$ cat config.mk
export PLATFORM = sky130hd
export DESIGN_NAME = minimac3_slotctl
export DESIGN_NICKNAME = d
export VERILOG_FILES = /design/src/rtl/minimac3_slotctl.sv
export SDC_FILE = /design/constraint.sdc
export NUM_CORES = 1
export LEC_CHECK = 0
export ABC_AREA = 1
export ABC_CLOCK_PERIOD_IN_PS = 5200
export CORE_UTILIZATION = 56
export DETAILED_ROUTE_END_ITERATION = 16
export PLACE_DENSITY = 0.85
export SYNTH_ARGS = -nofsm -noshare
export SYNTH_HDL_FRONTEND = slang
export SYNTH_SLANG_ARGS = --single-unit
$ cat constraint.sdc
create_clock -name sys_clk -period 5.2 [get_ports sys_clk]
set_clock_uncertainty 0.05 [all_clocks]
set_input_delay 0.78 -clock sys_clk [delete_from_list [all_inputs] [get_ports sys_clk]]
set_output_delay 0.78 -clock sys_clk [all_outputs]
set_load 0.02 [all_outputs]
$ cat src/rtl/minimac3_slotctl.sv
// Two-slot RX buffer ownership tracker with an in-order completion queue,
// plus a single-frame TX handshake FSM with a timeout watchdog.
module minimac3_slotctl #(
   parameter logic [15:0] TX_TIMEOUT = 16'd50000
) (
   input  logic        sys_clk,
   input  logic        sys_rst,
   input  logic [1:0]  arm,
   output logic [1:0]  rx_ready,
   input  logic [1:0]  rx_done,
   input  logic [10:0] rx_count_0,
   input  logic [10:0] rx_count_1,
   output logic        rx_avail,
   output logic        rx_slot,
   output logic [10:0] rx_len,
   input  logic        rx_pop,
   output logic [1:0]  slot_state_0,
   output logic [1:0]  slot_state_1,
   output logic        rx_err,
   input  logic        tx_req,
   input  logic [10:0] tx_len,
   output logic        tx_start,
   output logic [10:0] tx_count,
   input  logic        tx_done,
   output logic        tx_busy,
   output logic        tx_timeout,
   output logic        irq
);

   localparam int unsigned LEN_W = 11;
   localparam int unsigned TMR_W = 16;

   typedef enum logic [1:0] {
      SLOT_IDLE  = 2'b00,
      SLOT_ARMED = 2'b01,
      SLOT_FULL  = 2'b10
   } slot_t;

   typedef enum logic [1:0] {
      TX_IDLE  = 2'b00,
      TX_START = 2'b01,
      TX_WAIT  = 2'b10
   } tx_t;

   logic [1:0]            idle;
   logic [1:0]            armed;
   logic [1:0]            push;
   logic [1:0][1:0]       st_v;
   logic [1:0][LEN_W-1:0] cnt_in;
   logic [1:0][LEN_W-1:0] len_nx;

   // Completion FIFO: two slot indices, head in q0
   logic [1:0] fcnt;
   logic       q0;
   logic       q1;
   logic [1:0] fcnt_nx;
   logic       q0_nx;
   logic       q1_nx;
   logic       pop_ok;
   logic       avail_nx;
   logic [LEN_W-1:0] len_head_nx;

   assign cnt_in = {rx_count_1, rx_count_0};
   assign pop_ok = rx_pop & (fcnt != 2'd0);
   assign push   = rx_done & armed;

   for (genvar g = 0; g < 2; g++) begin : g_slot
      slot_t            st;
      logic [LEN_W-1:0] len;

      assign idle[g]   = (st == SLOT_IDLE);
      assign armed[g]  = (st == SLOT_ARMED);
      assign st_v[g]   = st;
      assign len_nx[g] = push[g] ? cnt_in[g] : len;

      // A slot leaves FULL only when it is the head being popped
      always_ff @(posedge sys_clk or posedge sys_rst) begin
         if (sys_rst) begin
            st  <= SLOT_IDLE;
            len <= '0;
         end else begin
            len <= len_nx[g];
            case (st)
               SLOT_IDLE:  if (arm[g]) st <= SLOT_ARMED;
               SLOT_ARMED: if (rx_done[g]) st <= SLOT_FULL;
               SLOT_FULL:  if (pop_ok && (q0 == 1'(g))) st <= SLOT_IDLE;
               default:    st <= SLOT_IDLE;
            endcase
         end
      end
   end

   assign slot_state_0 = st_v[0];
   assign slot_state_1 = st_v[1];

   // Pop first, then pushes in slot order; a slot is never queued twice
   always_comb begin
      fcnt_nx = fcnt;
      q0_nx   = q0;
      q1_nx   = q1;
      if (pop_ok) begin
         q0_nx   = q1;
         fcnt_nx = fcnt - 2'd1;
      end
      if (push[0]) begin
         if (fcnt_nx == 2'd0) q0_nx = 1'b0;
         else                 q1_nx = 1'b0;
         fcnt_nx = fcnt_nx + 2'd1;
      end
      if (push[1]) begin
         if (fcnt_nx == 2'd0) q0_nx = 1'b1;
         else                 q1_nx = 1'b1;
         fcnt_nx = fcnt_nx + 2'd1;
      end
   end

   assign avail_nx    = (fcnt_nx != 2'd0);
   assign len_head_nx = q0_nx ? len_nx[1] : len_nx[0];

   // TX control terms shared by the FSM and the irq register
   tx_t              tst;
   logic [TMR_W-1:0] timer;
   logic             tx_irq;
   logic             tx_accept;
   logic             tx_expire;
   logic             tx_irq_nx;

   assign tx_accept = (tst == TX_IDLE) & tx_req & (tx_len != '0);
   assign tx_expire = (tst == TX_WAIT) & (timer == TMR_W'(TX_TIMEOUT - 16'd1));
   assign tx_irq_nx = ((tst == TX_WAIT) & (tx_done | tx_expire)) ? 1'b1 :
                      tx_accept ? 1'b0 : tx_irq;

   always_ff @(posedge sys_clk or posedge sys_rst) begin
      if (sys_rst) begin
         fcnt     <= '0;
         q0       <= 1'b0;
         q1       <= 1'b0;
         rx_avail <= 1'b0;
         rx_slot  <= 1'b0;
         rx_len   <= '0;
         rx_ready <= '0;
         rx_err   <= 1'b0;
         irq      <= 1'b0;
      end else begin
         fcnt     <= fcnt_nx;
         q0       <= q0_nx;
         q1       <= q1_nx;
         rx_avail <= avail_nx;
         rx_slot  <= avail_nx ? q0_nx : 1'b0;
         rx_len   <= avail_nx ? len_head_nx : '0;
         rx_ready <= arm & idle;
         rx_err   <= (|(arm & ~idle)) | (|(rx_done & ~armed));
         irq      <= avail_nx | tx_irq_nx;
      end
   end

   // TX handshake FSM; tx_done takes priority over the timeout
   always_ff @(posedge sys_clk or posedge sys_rst) begin
      if (sys_rst) begin
         tst        <= TX_IDLE;
         timer      <= '0;
         tx_count   <= '0;
         tx_start   <= 1'b0;
         tx_busy    <= 1'b0;
         tx_timeout <= 1'b0;
         tx_irq     <= 1'b0;
      end else begin
         tx_start   <= 1'b0;
         tx_timeout <= 1'b0;
         tx_irq     <= tx_irq_nx;
         case (tst)
            TX_IDLE: begin
               tx_busy <= 1'b0;
               if (tx_accept) begin
                  tx_count <= tx_len;
                  tx_start <= 1'b1;
                  tx_busy  <= 1'b1;
                  tst      <= TX_START;
               end
            end
            TX_START: begin
               timer <= '0;
               tst   <= TX_WAIT;
            end
            TX_WAIT: begin
               if (tx_done) begin
                  tx_busy <= 1'b0;
                  tst     <= TX_IDLE;
               end else if (tx_expire) begin
                  tx_timeout <= 1'b1;
                  tx_busy    <= 1'b0;
                  tst        <= TX_IDLE;
               end else begin
                  timer <= timer + TMR_W'(1);
               end
            end
            default: begin
               tx_busy <= 1'b0;
               tst     <= TX_IDLE;
            end
         endcase
      end
   end

endmodule

==> flow_summary.toml <==
[run_status]
status = "completed"

[finish]
utilization_pct = 71.4
diodes = 0
drive_gt1_share_pct = 7.03
nets = 612
area_growth_pct = 23.9

[clock_tree]
cts_resized = 0
h-tree-depth = 3
tritoncts = "yes"
ctsLongestPathBuffers = 2
cts_setup_buffers = 0
clk_latency_ns = 0.35
cts.sinks = 80
ctsHoldBuffers = 0
root_buffer = "clkbuf_8"
cts_buffers = 9
path_clk_slew_ns = 0.08

[placed_design]
dp_hpwl_mm = 6.09
portBuffers = 76
globalplace.congestion = 0.915
pre_cts_ws_ns = 1.81

[sta]
setup_violations = 0
maxSlewViolCount = 0
setup_tns_ns = 0
relSlewSlack_pct = 55.7
hold_viol_final = 0
post-route-period-util_pct = 58.8
finalHoldWorstSlack_ns = 0.437
worst_pin_slew_ns = 0.663
achievable-frequency_mhz = 327
finalCriticalPeriod_ns = 3.06
rsz0062_at_grt = "false"
timing.final.ws_setup_ns = 2.14

[power_and_ir_drop]
irDropWorstVdd_uv = 376
p_leak_nw = 2.42
internal_power_w = 0.00150
clkPwrFrac_pct = 16.2
power_frac_comb_pct = 47.0
p_switching_w = 0.00109
p_seq_share_pct = 36.8
finalPower_w = 0.00259
swShare_pct = 42.2
power_density_nw_per_um2 = 537

[route]
drt-total-wl_mm = 8.63
wl_per_cell_um = 13.3
vias_per_cell = 5.21
via_count = 3381
drt-initial-drc-count = 205
drc = 0
first_pass_iters = 5
postRouteAntennaNets = 0

[setup_path]
crit_path_start_kind = "input pin"
crit_fanout = 17
r2r-end = "rx_len[8]"
crit_arrival_ns = 3.23
worstPathRequired_ns = 5.38
r2r_cells = 16
rr_startpoint = "fcnt[0]"
reg2reg_slack_ns = 2.56
crit_type = "in2reg"
crit_path_end_kind = "flop"

[run]
cap_violations = 0

[global_routing]
grt_max_degree = 47
antenna_found_initial = 0
overflow = 0
first_global_vias = 3307
grtUsageTotal_pct = 26.2
grt_pass1_wl_mm = 14.9

[synth]
syn_inst = 492
yosysMostFrequentCell = "nand2_1"
ys_seq_area_share_pct = 51.4
async_flop_share_pct = 100
synth_edf_count = 0
synth_top_flop_cell = "dfrtp_1"
synth_top_area_share_pct = 51.4
synth_warnings = 0
syn_area_sq_um = 3890
synth_cell_types = 32
synth_seq_cells = 80
synthTopCellsByCount = "nand2_1 (198), dfrtp_1 (80), inv_1 (52)"
synth.area.top_cells = "dfrtp_1 (51%), nand2_1 (19%), inv_1 (5.0%)"
avgSynthCellArea_sq_um = 7.91
syn_nets = 538
synth_largest_area_cell = "dfrtp_1"

[worst_hold_path]
holdPathEnd = "g_slot[0].len[3]"
min_from = "g_slot[0].len[3]"
hold_depth = 2
min_path_type = "reg2reg"

[die]
ios = 77
core_area_sq_um = 6760
start_util_pct = 57.6
fp.dieW_um = 85.4
die_y_um = 85.4
fp-row-count = 30
dieArea_sq_um = 7290
-- power groups by stage --
| stage | combinational (W) | clock, W | sequential (W) |
|---|---|---|---|
| 6_report | 0.00122 | 0.000420 | 0.000953 |
| 5_1_grt | 0.00135 | 0.000449 | 0.000974 |
| 4_1_cts | 0.00122 | 0.000423 | 0.000952 |
| 3_5_place_dp | 0.00121 | 0 | 0.000960 |
| 3_3_place_gp | 0.00116 | 0 | 0.000954 |
| 2_1_floorplan | 0.000732 | 0 | 0.00108 |
-- cell type report --
type	instances	area, sq um
Sequential cell	80	2000
Tap cell	80	100
Fill cell	516	1930
Clock buffer	11	151
Multi-Input combinational cell	343	1570
Clock inverter	3	18.8
Timing Repair Buffer	77	768
Inverter	55	208
-- sequential cells by signal, summed over array words and instances, names as in the netlist, 2 cells and up --
signal	cells
fcnt	2
g_slot.len	22
rx_len	11
rx_ready	2
slot_state_0	2
slot_state_1	2
timer	16
tst	2
tx_count	11
-- routing by layer --
metal / GRT usage [%] / up-vias / share of wire (%)
li1: - / 1659 / -
met1: 32.7 / 1581 / 43
met2: 44.2 / 121 / 50
met3: 5.93 / 20 / 5.1
met4: 10.8 / 0 / 2.3
met5: 0 / - / 0
-- metrics by stage --
stage	std cells	area (sq um)
global placement	635	4650
global route	649	4820
finish	649	4820
detailed placement	635	4650
floorplan	492	3890
CTS	649	4820
-- worst max-delay path by stage --
| stage | start | end | slack (ns) | depth (start not counted) |
|---|---|---|---|---|
| floorplan | sys_rst | fcnt[0] | 2.32 | 1 |
| global route | rx_done[0] | rx_len[2] | 1.95 | 13 |
| detailed placement | rx_done[0] | rx_len[9] | 1.81 | 13 |
| CTS | rx_done[0] | rx_len[9] | 2.18 | 13 |
| finish | rx_done[0] | rx_len[1] | 2.14 | 13 |
| global placement | rx_done[0] | rx_len[8] | 1.93 | 13 |
-- worst max-delay path, cell delays in order --
cell,delay (ns)
clkdlybuf4s50_1,0.56
nand3_4,0.23
inv_1,0.44
nand2_1,0.14
nand2_1,0.11
inv_1,0.05
ha_1,0.21
nand2_2,0.22
nand2_2,0.21
nand2_1,0.11
nand2_1,0.06
inv_1,0.06
nor2_1,0.04
-- logic make-up after synthesis --
logic type	synth area share [%]
AND/OR/NAND/NOR	33.7
flip-flops	51.4
buffers and inverters	8.10
AO/OA/AOI/OAI	4.15
XOR/XNOR	1.35
adder cells (fa/ha/maj)	1.29
-- placed cells by master (no fill, tap or decap), types with 2 or more instances in the layout --
cell type,Yosys,final
clkbuf_8,0,11
clkdlybuf4s50_1,0,76
clkinv_2,0,3
dfrtp_1,80,80
ha_1,4,4
inv_1,52,51
inv_2,2,2
nand2_1,198,198
nand2_2,6,6
nand2_4,2,2
nand3_1,35,35
nand3_2,2,2
nand4_1,4,4
nor2_1,44,44
nor2_2,9,9
o21ai_0,18,18
o21ai_1,2,2
o21bai_1,3,3
xor2_1,6,6
(Power assumes the default switching activity.)
